`src/rtl/traffic_light_controller.sv`:
```
// Two-road intersection sequencer, advanced by single-cycle tick strobes.
// Optional night flashing mode is enabled with `define NIGHT_FLASH_EN.
`timescale 1ns/1ps

module traffic_light_controller #(
  parameter int unsigned GREEN_MAIN_TICKS = 10,
  parameter int unsigned GREEN_SIDE_TICKS = 6,
  parameter int unsigned YELLOW_TICKS     = 3,
  parameter int unsigned ALL_RED_TICKS    = 1,
  parameter int unsigned CNT_W            = 8
) (
  input  logic       clk,
  input  logic       rst_n,
  input  logic       tick,
  input  logic       side_req,
  input  logic       ped_req,
`ifdef NIGHT_FLASH_EN
  input  logic       night_mode,
`endif
  output logic [2:0] main_light,
  output logic [2:0] side_light,
  output logic       walk,
  output logic [2:0] state_o
);

  typedef enum logic [2:0] {
    MG   = 3'd0,
    MY   = 3'd1,
    AR_A = 3'd2,
    SG   = 3'd3,
    SY   = 3'd4,
    AR_B = 3'd5,
    FL   = 3'd6
  } state_e;

  localparam logic [CNT_W-1:0] MainLast   = CNT_W'(GREEN_MAIN_TICKS - 1);
  localparam logic [CNT_W-1:0] SideLast   = CNT_W'(GREEN_SIDE_TICKS - 1);
  localparam logic [CNT_W-1:0] YellowLast = CNT_W'(YELLOW_TICKS - 1);
  localparam logic [CNT_W-1:0] AllRedLast = CNT_W'(ALL_RED_TICKS - 1);

  state_e           state_q, state_d;
  logic [CNT_W-1:0] cnt_q, cnt_d;
  logic [CNT_W-1:0] cntInc;
  logic             pedPend_q, pedPend_d;
  logic             walk_q, walk_d;
`ifdef NIGHT_FLASH_EN
  logic             phase_q, phase_d;
  logic             nightSeq_q, nightSeq_d;
`endif

  assign cntInc = cnt_q + 1'b1;

  always_comb begin
    state_d   = state_q;
    cnt_d     = cnt_q;
    pedPend_d = pedPend_q | ped_req;
    walk_d    = walk_q;
`ifdef NIGHT_FLASH_EN
    phase_d    = phase_q;
    nightSeq_d = nightSeq_q;
`endif

    case (state_q)
      MG: begin
        if (tick) begin
          if (cnt_q == MainLast) begin
`ifdef NIGHT_FLASH_EN
            if (night_mode) begin
              state_d    = MY;
              nightSeq_d = 1'b1;
            end else if (side_req || pedPend_q) begin
              state_d = MY;
            end
`else
            if (side_req || pedPend_q) begin
              state_d = MY;
            end
`endif
          end else begin
            cnt_d = cntInc;
          end
        end
      end
      MY: begin
        if (tick) begin
          if (cnt_q == YellowLast) state_d = AR_A;
          else                     cnt_d   = cntInc;
        end
      end
      AR_A: begin
        if (tick) begin
          if (cnt_q == AllRedLast) begin
`ifdef NIGHT_FLASH_EN
            state_d = nightSeq_q ? FL : SG;
`else
            state_d = SG;
`endif
          end else begin
            cnt_d = cntInc;
          end
        end
      end
      SG: begin
        if (tick) begin
          if (cnt_q == SideLast) state_d = SY;
          else                   cnt_d   = cntInc;
        end
      end
      SY: begin
        if (tick) begin
          if (cnt_q == YellowLast) state_d = AR_B;
          else                     cnt_d   = cntInc;
        end
      end
      AR_B: begin
        if (tick) begin
          if (cnt_q == AllRedLast) state_d = MG;
          else                     cnt_d   = cntInc;
        end
      end
`ifdef NIGHT_FLASH_EN
      FL: begin
        if (tick) begin
          if (!night_mode) state_d = AR_B;
          else             phase_d = ~phase_q;
        end
      end
`endif
      default: state_d = AR_B;
    endcase

    if (state_d != state_q) cnt_d = '0;

    // A request arriving on the same clock as SG entry survives for the next cycle.
    if (state_d == SG && state_q != SG) begin
      pedPend_d = ped_req;
      walk_d    = pedPend_q;
    end
    if (state_d != SG) walk_d = 1'b0;

`ifdef NIGHT_FLASH_EN
    if (state_d == FL && state_q != FL) begin
      phase_d    = 1'b1;
      nightSeq_d = 1'b0;
    end
`endif
  end

  always_ff @(posedge clk) begin
    if (!rst_n) begin
      state_q   <= AR_B;
      cnt_q     <= '0;
      pedPend_q <= 1'b0;
      walk_q    <= 1'b0;
    end else begin
      state_q   <= state_d;
      cnt_q     <= cnt_d;
      pedPend_q <= pedPend_d;
      walk_q    <= walk_d;
    end
  end

`ifdef NIGHT_FLASH_EN
  always_ff @(posedge clk) begin
    if (!rst_n) begin
      phase_q    <= 1'b0;
      nightSeq_q <= 1'b0;
    end else begin
      phase_q    <= phase_d;
      nightSeq_q <= nightSeq_d;
    end
  end
`endif

  // Lights depend on registered state only.
  always_comb begin
    main_light = 3'b100;
    side_light = 3'b100;
    case (state_q)
      MG: main_light = 3'b001;
      MY: main_light = 3'b010;
      SG: side_light = 3'b001;
      SY: side_light = 3'b010;
`ifdef NIGHT_FLASH_EN
      FL: begin
        main_light = {1'b0, phase_q, 1'b0};
        side_light = {phase_q, 2'b00};
      end
`endif
      default: ;
    endcase
  end

  assign walk    = walk_q;
  assign state_o = state_q;

endmodule

```
`config.mk`:
```
export PLATFORM = sky130hd
export DESIGN_NAME = traffic_light_controller
export DESIGN_NICKNAME = d
export VERILOG_FILES = /design/src/rtl/traffic_light_controller.sv
export SDC_FILE = /design/constraint.sdc
export NUM_CORES = 1
export LEC_CHECK = 0
export ABC_AREA = 1
export ABC_CLOCK_PERIOD_IN_PS = 1700
export CAP_MARGIN = 20
export CELL_PAD_IN_SITES_DETAIL_PLACEMENT = 1
export CELL_PAD_IN_SITES_GLOBAL_PLACEMENT = 1
export CORE_ASPECT_RATIO = 1.1
export CORE_MARGIN = 10
export CORE_UTILIZATION = 36
export CTS_CLUSTER_DIAMETER = 50
export DETAILED_ROUTE_END_ITERATION = 7
export GPL_TIMING_DRIVEN = 0
export PLACE_DENSITY_LB_ADDON = 0.08
export SLEW_MARGIN = 20
export SYNTH_ARGS = -nofsm -noshare
export SYNTH_HDL_FRONTEND = slang
export SYNTH_SLANG_ARGS = --single-unit
```
`constraint.sdc`:
```
create_clock -name clk -period 1.7 [get_ports clk]
set_input_delay 0.17 -clock clk [delete_from_list [all_inputs] [get_ports clk]]
set_output_delay 0.17 -clock clk [all_outputs]
set_load 0.01 [all_outputs]
```
==> impl_metrics.yaml, run 1 <==
timing:
  fin_hold_ws_ns: 0.468
  tns_ns: -0.0320
  layout_min_cycle_time_ns: 1.72
  final_max_slew_viol_count: 0
  rsz0062_at_grt: "yes"
  finalSetupViolations: 3
  relSlewSlack: 0.785
  timing.fmax_ghz: 0.582
  worst_slew_pin_slew_ns: 0.320
  setup_ws_ns: -0.0195
  hold_violations: 0
  fin_crit_sh: 1.01
  fin_skew_ns: 0.00309
die:
  rows: 19
  die_w_um: 70.2
  ios: 15
  die_area_um2: 5290
  dieHeight_um: 75.3
  core_um2: 2570
  start_util: 0.389
placement:
  placed_area_um2: 1180
  dp_hpwl_mm: 2.28
  place_ws_ns: -0.336
  gp_congestion: 0.833
  io_buffers: 14
  placed_cells: 208
pwr:
  p_leak_nw: 0.651
  switchingPower_mw: 0.465
  pwr-share-seq: 0.327
  power_switching_share: 0.417
  p_per_area_nw_per_um2: 766
  ir_drop_v: 0.000575
  clkPwrFrac: 0.189
  p_comb_frac: 0.484
  p_int_mw: 0.650
  total_power_mw: 1.12
critical_path:
  worstSetupPathType: "reg -> reg"
  endpoint_kind: "flop"
  start_kind: "flop"
  crit_path_max_fanout: 7
  r2r_cells: 12
  cp_data_required_time_ns: 1.93
  critical_path_arrival_ns: 1.95
synthesis:
  synth_xor_area_frac: 0.0526
  syn_area_per_cell_um2: 6.13
  yosysUniqueCellTypes: 19
  synth_compound_gate_area_share: 0.0275
  synthMuxAreaShare: 0
  ys_seq_area_frac: 0.260
  synthSimpleGateAreaFrac: 0.501
  ys_warn_count: 0
  synth_fa_ha_area_frac: 0.0501
  syn_area_um2: 1000
  syn_nets: 172
  syn_inst: 163
  ys_ff_latch: 13
  synth_top_family_by_area: "simple AND/OR/NAND/NOR gates"
global_route:
  track_usage: 0.120
  grt_max_degree: 10
  grt_pass1_vias: 1119
  gr-total-overflow: 0
  grt_pass1_wl_mm: 5.13
  antenna_found_initial: 0
outcome:
  outcome: "finished, violations left"
  violations: "negative setup slack"
layout:
  final_core_util: 0.567
  nets: 201
  final_cells: 222
  syn_to_final_growth_pct: 45.7
  design_area_um2: 1460
  drive_gt1_frac: 0.335
  layout_common_cells: "nand2_1 (28), nor2_1 (22), inv_1 (18)"
  final_common_cell: "nand2_1"
  diodes: 0
  fillers: 339
clocking:
  cts_made_buffers: 3
  cts_sinks: 13
  cts_tree: "yes"
  insertion_delay_ns: 0.29
  cts_max_path_buffers: 2
  cts_root_buffer: "clkbuf_4"
  ctsHoldBuffers: 0
  clk_pin_slew_worst_paths_ns: 0.09
  htreeDepth: 1
run:
  cap_violations: 0
routing:
  drc: 0
  drt_iter0_drc: 33
  drt_wl_total_mm: 3.41
  wl_per_cell_um: 15.3
  antenna_left: 0
  viasPerCell: 5.16
  dr.pass1.iters: 4
  vias: 1146
min_path:
  hp-class: "in -> reg"
  worst_hold_path.num_cells: 3
layer usage:
| layer | GRT usage | part of all wire | wire (um) |
|---|---|---|---|
| met5 | 0 | 0 | 0 |
| met4 | 0.0592 | 0.025 | 85 |
| met3 | 0.0355 | 0.038 | 130 |
| met2 | 0.231 | 0.56 | 1910 |
| met1 | 0.117 | 0.37 | 1280 |
cells by family after synthesis:
family,after synthesis
fa+ha+maj,4
buf+inv,27
flops,13
simple gates,108
xor+xnor,6
compound gates,5
cell usage after synthesis:
library cell,n,area (um^2)
nand2_1,39,146
nor2_1,33,124
inv_1,22,82.6
nand3_1,20,100
dfxtp_1,13,260
xor2_1,5,43.8
a21oi_1,4,20.0
ha_1,4,50.1
inv_2,4,15.0
nand4_1,4,25.0
nor2_2,3,18.8
nor3_1,3,15.0
nand3_2,2,20.0
nor3_4,2,32.5
a21boi_1,1,7.51
buf_6,1,11.3
nand2_4,1,11.3
nor3b_1,1,7.51
xnor2_1,1,8.76
state kept, by name, indices dropped and copies added (netlist names):
name	count
cnt_q	8
pedPend_q	1
state_o	3
walk	1
critical path, stage by stage (launching register included):
cell and delay (ns):
dfxtp_4 0.38, inv_1 0.07, ha_1 0.20, nand2_1 0.11, nor2_4 0.06, nor2_1 0.12, nor2_1 0.08, nor2_4 0.21
buf_4 0.17, nand3_1 0.07, nand2_1 0.07, inv_1 0.04, nor2_1 0.07
power groups by stage:
stage          clock network [mW]  registers [mW]  logic, mW
2_1_floorplan                   0           0.361      0.238
3_3_place_gp                    0           0.362      0.378
3_5_place_dp                    0           0.365      0.392
4_1_cts                     0.217           0.363      0.428
5_1_grt                     0.230           0.369      0.591
6_report                    0.211           0.365      0.540
what timing repair did:
item,4_1_cts,5_1_grt
pin swaps,2,18
gates resized for setup,27,34
endpoints found under the setup margin,15,11
buffers inserted,2,8
cell type report:
| class | count | area [um^2] | area share |
|---|---|---|---|
| timing repair buffer | 24 | 224 | 0.154 |
| tap | 31 | 38.8 | 0.0266 |
| clock buffer | 4 | 26.3 | 0.0180 |
| buffer | 1 | 11.3 | 0.00773 |
| sequential | 13 | 279 | 0.192 |
| multi-input combinational | 123 | 777 | 0.534 |
| inverter | 26 | 100 | 0.0687 |
path summary, 6_finish.rpt:
path | start | to | slack [ns]
worst max-delay path | cnt_q[0] | cnt_q[1] | -0.02
worst min-delay path | ped_req | pedPend_q | 0.47
worst max register to register | cnt_q[0] | cnt_q[1] | -0.02
worst min register to register | walk | walk | 0.50
Note: power is estimated with default switching activity, not from simulation.
==> run 2: changes to the inputs <==
--- a/config.mk
+++ b/config.mk
@@ -6,17 +6,17 @@
 export NUM_CORES = 1
 export LEC_CHECK = 0
 export ABC_AREA = 1
-export ABC_CLOCK_PERIOD_IN_PS = 1700
+export ABC_CLOCK_PERIOD_IN_PS = 2200
 export CAP_MARGIN = 20
 export CELL_PAD_IN_SITES_DETAIL_PLACEMENT = 1
 export CELL_PAD_IN_SITES_GLOBAL_PLACEMENT = 1
 export CORE_ASPECT_RATIO = 1.1
 export CORE_MARGIN = 10
-export CORE_UTILIZATION = 36
+export CORE_UTILIZATION = 39
 export CTS_CLUSTER_DIAMETER = 50
 export DETAILED_ROUTE_END_ITERATION = 7
 export GPL_TIMING_DRIVEN = 0
-export PLACE_DENSITY_LB_ADDON = 0.08
+export PLACE_DENSITY = 0.85
 export SLEW_MARGIN = 20
 export SYNTH_ARGS = -nofsm -noshare
 export SYNTH_HDL_FRONTEND = slang
==> constraint.sdc (replaced) <==
create_clock -name clk -period 2.2 [get_ports clk]
set_input_delay 0.22 -clock clk [delete_from_list [all_inputs] [get_ports clk]]
set_output_delay 0.22 -clock clk [all_outputs]
set_load 0.01 [all_outputs]
==> run 2 against run 1 <==
The flow now finishes without violations. Via count down 7.0%. Die area down 5.6%. Sequential power down 24%. Cell count down 4.5%. Cell area down 17%. Wire length down 15%. Clock power down 29%. Clock-buffer cell count down 1. Register-to-register slack better by 0.30 ns. Critical path type is now reg -> out. Largest power group unchanged. Highest routed layer unchanged.
==> impl_metrics.yaml, run 2 (synthesized netlist as in run 1, its figures left out) <==
outcome:
  outcome: "finished, final reports clean"
layout:
  diodes: 0
  syn_to_final_growth_pct: 20.9
  nets: 191
  regMostFlops: "cnt_q"
  largest_reg_flops: 8
  drive_gt1_frac: 0.0994
  final_core_util: 0.489
  final_common_cell: "nand2_1"
  layout_common_cells: "nand2_1 (39), nor2_1 (32), inv_1 (22)"
critical_path:
  crit_path_max_fanout: 7
  r2r_cells: 12
  cp_data_required_time_ns: 1.98
  crit_chain: "inv_2 -> nor3_4 -> clkdlybuf4s50_1"
  path_delay_family: "buffers and inverters"
  slowest_delay_ns: 0.59
  crit_slowest_cell: "clkdlybuf4s50_1"
  critical_path_arrival_ns: 1.76
  endpoint_kind: "primary output"
  cp.depth: 3
  path_buf_inv: 2
  start_kind: "flop"
  worstSetupPathType: "reg -> out"
routing:
  drc: 0
  viasPerCell: 5.03
  wl_per_cell_um: 13.6
  vias: 1066
  dr.pass1.iters: 4
  drt_iter0_drc: 40
  drt_wl_total_mm: 2.89
  antenna_left: 0
timing:
  worst_slew_pin_slew_ns: 0.490
  tns_ns: 0
  timing.fmax_ghz: 0.506
  fin_crit_sh: 0.899
  finalSetupViolations: 0
  layout_min_cycle_time_ns: 1.98
  hold_violations: 0
  fin_hold_ws_ns: 0.467
  fin_skew_ns: 0.00627
  rsz0062_at_grt: "no"
  relSlewSlack: 0.671
  final_max_slew_viol_count: 0
clocking:
  insertion_delay_ns: 0.28
  cts_sinks: 13
  htreeDepth: 1
  cts_max_path_buffers: 2
  post_cts_buffers: 0
  cts_root_buffer: "clkbuf_4"
  clk_pin_slew_worst_paths_ns: 0.08
  cts_tree: "yes"
  cts_made_buffers: 3
pwr:
  pwr-share-seq: 0.379
  ir_drop_v: 0.000496
  p_leak_nw: 0.550
  clkPwrFrac: 0.206
  p_int_mw: 0.431
  p_comb_frac: 0.415
  switchingPower_mw: 0.298
  p_per_area_nw_per_um2: 604
  power_switching_share: 0.409
global_route:
  grtUsageMet1: 0.121
  grt-busiest-layer: "met2"
  grt_pass1_vias: 1153
  antenna_found_initial: 0
  use_met3: 0.0507
  grt_pass1_wl_mm: 5.02
  met2_usage: 0.241
  grt_max_degree: 10
  gr-total-overflow: 0
  track_usage: 0.126
die:
  die_area_um2: 4990
  start_util: 0.404
  core_um2: 2470
  die_w_um: 68.3
  dieHeight_um: 73.1
  ios: 15
  rows: 19
placement:
  dp_hpwl_mm: 2.29
  io_buffers: 14
  gp_congestion: 0.795
run:
  cap_violations: 0
min_path:
  hp-class: "reg -> reg"
  worst_hold_path.num_cells: 2
run 2: changes by cell type in the layout (fill, tap and decap cells not counted), moves of 5 or more:
cell             change
nor2_4               -6
clkdlybuf4s50_1      +6
nor2_1              +10
dlygate4sd2_1        -6
nand2_1             +11
dfxtp_1              +5
buf_4                -8
nand2_2             -11
dfxtp_4              -5
run 2: worst register-to-register path, cell delays in order, from the launching register on:
cell and delay [ns]:
dfxtp_1 0.42, inv_1 0.11, ha_1 0.21, nand2_1 0.07, nor2_1 0.07, nor2_1 0.11, nor2_1 0.06, nor2_2 0.39
nand2_4 0.16, nand2_1 0.09, nand2_1 0.05, inv_1 0.05, nor2_1 0.03
run 2: per-layer routing:
| layer | routed length (um) | share of wire |
|---|---|---|
| met1 | 1130 | 0.39 |
| met2 | 1600 | 0.56 |
| met3 | 136 | 0.047 |
| met4 | 12 | 0.0042 |
| met5 | 0 | 0 |
run 2: repair_timing:
item / CTS / global route
hold buffers: 0 / 0
gates resized for setup: 0 / 1
endpoints found under the setup margin: 0 / 1
run 2: power groups by stage:
stage	combinational (mW)	sequential, mW	clock (mW)
detailed placement	0.300	0.282	0
CTS	0.305	0.276	0.154
floorplan	0.184	0.279	0
global placement	0.289	0.280	0
finish	0.303	0.276	0.150
global route	0.338	0.279	0.168
run 2: metrics by stage:
step / power [mW] / cell area [um^2] / std cells / setup slack (ns)
after floorplan: 0.463 / 1000 / 163 / 0.628
after global placement: 0.569 / 1180 / 208 / 0.231
after detailed placement: 0.582 / 1180 / 208 / 0.160
after CTS: 0.735 / 1210 / 212 / 0.203
after global routing: 0.784 / 1210 / 212 / 0.0544
final: 0.730 / 1210 / 212 / 0.222
run 2: final cells by class:
cell class | count | area, um^2
clock buffer | 3 | 22.5
inverter | 26 | 97.6
fill | 339 | 1260
clock inverter | 1 | 5.00
multi-input combinational | 123 | 633
tap | 31 | 38.8
buffer | 1 | 11.3
sequential | 13 | 260
timing repair buffer | 14 | 140
run 2: final timing paths:
path,from,endpoint,slack [ns]
setup reg to reg,cnt_q[0],cnt_q[7],0.28
setup / recovery,state_o[0],side_light[0],0.22
hold reg to reg,walk,walk,0.47
hold / removal,walk,walk,0.47
==> patch: new RTL, settings of run 2 <==
Set the parameter `CNT_W` to 7 (it was 8).
--- a/src/rtl/traffic_light_controller.sv
+++ b/src/rtl/traffic_light_controller.sv
@@ -7,7 +7,7 @@
   parameter int unsigned GREEN_SIDE_TICKS = 6,
   parameter int unsigned YELLOW_TICKS     = 3,
   parameter int unsigned ALL_RED_TICKS    = 1,
-  parameter int unsigned CNT_W            = 8
+  parameter int unsigned CNT_W            = 7
 ) (
   input  logic       clk,
   input  logic       rst_n,
Formal check against the unedited RTL: no difference found for any inputs over 10 cycles, from zero or initial values and one cycle with rst_n low; that may be too few to reach the edited logic, so the function may still have changed.
==> patch against run 2 <==
- global-route usage is 0.49 points lower
- utilization is 0.24 points higher
- setup slack better by 0.031 ns
- final area is 1.4% higher
- wire length is 3.6% lower
- total power is 44% higher
- critical path type unchanged
- synthesized cell count is 1.8% lower
- sequential cell count is 1 lower
- critical endpoint is now side_light[2]
- sequential share of layout area is 1.9 points lower
- synthesized area is 2.1% higher
- fmax is 1.6% higher
- via count is 5.0% lower
- sequential power is 2% higher
==> patch: results (changes against run 2) <==
vias in the first global route: 1091 (was 1153)
IO buf count: 13 (was 14)
Yosys cell types: 22 (was 19)
final wirelength: 2780 µm (was 2890 µm)
Pleak: 0.629 nW (was 0.550 nW)
share of cells above drive strength 1: 15.3% (was 9.94%)
Hold WC Path Type: input port to flop (was flop to flop)
syn_nets: 169 (was 172)
post-synthesis xor/xnor area fraction: 4.29% (was 5.26%)
Worst Setup SP: state_o[1]$_SDFF_PN0_ (was state_o[0]$_SDFF_PN1_)
Fillers: 365 (was 339)
complex-gate fraction of the synthesized area: 2.70% (was 2.75%)
Synth top cells by count: nand2_1, inv_1, nor2_1 (was nand2_1, nor2_1, inv_1)
register area share after synthesis: 23.5% (was 26.0%)
Critical Path AT: 1.73 ns (was 1.76 ns)
Largest register FFs: 7 (was 8)
Placed Area: 1190 µm² (was 1180 µm²)
critical hold path startpoint: tick (was walk$_SDFFE_PP0P_)
via count: 1013 (was 1066)
routing usage on met3: 1.67% (was 5.07%)
worst slew pin tran: 0.278 ns (was 0.490 ns)
Clock Skews: 0.00346 ns (was 0.00627 ns)
Max Fanout on Critical Path: 8 (was 7)
CTS buffer count: 3 (unchanged)
total track usage: 12.1% (was 12.6%)
outcome: completed (unchanged)
post-synthesis mux area share: 0.980% (was 0%)
met2 usage: 21.6% (was 24.1%)
met1 usage: 13.8% (was 12.1%)
gpl congestion: 0.865 (was 0.795)
Crit Reg-Reg Startpoint: cnt_q[1]$_SDFFE_PP0P_ (was cnt_q[0]$_SDFFE_PP0P_)
global-route wire length before repair: 4810 µm (was 5020 µm)
Nets: 187 (was 191)
maximum VDD drop: 502 µV (was 496 µV)
Initial DRC Count: 44 (was 40)
patch: cell count changes in the layout (fill, tap and decap cells not counted), sizes merged, moves of 2 or more:
cell and change:
buf +2, nand2 +13, nand3 -2, nand4 -2, nor2 -8, nor3 -4, xor2 -2
patch: layout make-up:
class                      count  area (µm²)  share of cell area [%]
clock buffer                   4        36.3                    2.96
sequential                    12         240                    19.6
buffer                         3        33.8                    2.76
inverter                      26        97.6                    7.96
tap                           31        38.8                    3.16
timing repair buffer          13         130                    10.6
multi-input combinational    119         649                    53.0
patch: layer usage:
metal,up-vias,wire [µm]
li1,522,-
met1,471,1240
met2,13,1380
met3,7,104
met4,0,56
met5,-,0
patch: power by group:
group / total, mW / leakage [nW] / internal [mW] / switching [mW]
combinational: 0.589 / 0.510 / 0.217 / 0.373
clock: 0.184 / 0.0210 / 0.101 / 0.0831
sequential: 0.281 / 0.0978 / 0.244 / 0.0366
total: 1.05 / 0.629 / 0.562 / 0.492
patch: kinds of logic after synthesis:
group / after synthesis
AOI/OAI and AO/OA: 5
muxes: 1
adders and majority gates: 4
buffers and inverters: 29
DFF: 12
and+or+nand+nor: 104
xor gates and xnor gates: 5
patch: path summary, 6_finish.rpt:
kind | end | cells after the start
worst min-delay path | state_o[0]$_SDFF_PN1_ | 5
worst max register to register | cnt_q[5]$_SDFFE_PP0P_ | 12
worst max-delay path | side_light[2] | 5
worst min register to register | pedPend_q$_SDFF_PN0_ | 2
patch: stage by stage:
stage | util, % | hold slack (ns) | cells | worst slack (ns) | total power, mW
after global routing | 49.1 | 0.401 | 208 | 0.157 | 1.14
after floorplan | - | 0.304 | 160 | 0.769 | 0.680
after global placement | 47.7 | 0.497 | 204 | 0.604 | 0.854
final | 49.1 | 0.352 | 208 | 0.253 | 1.05
after CTS | 49.1 | 0.350 | 208 | 0.260 | 1.06
after detailed placement | 47.7 | 0.512 | 204 | 0.504 | 0.874
patch: worst max-delay path, stage by stage, from the launching register on:
cell             delay, ns
dfxtp_1               0.49
nor2_1                0.12
nand2_1               0.09
inv_1                 0.09
nor2_1                0.11
clkdlybuf4s50_1       0.54
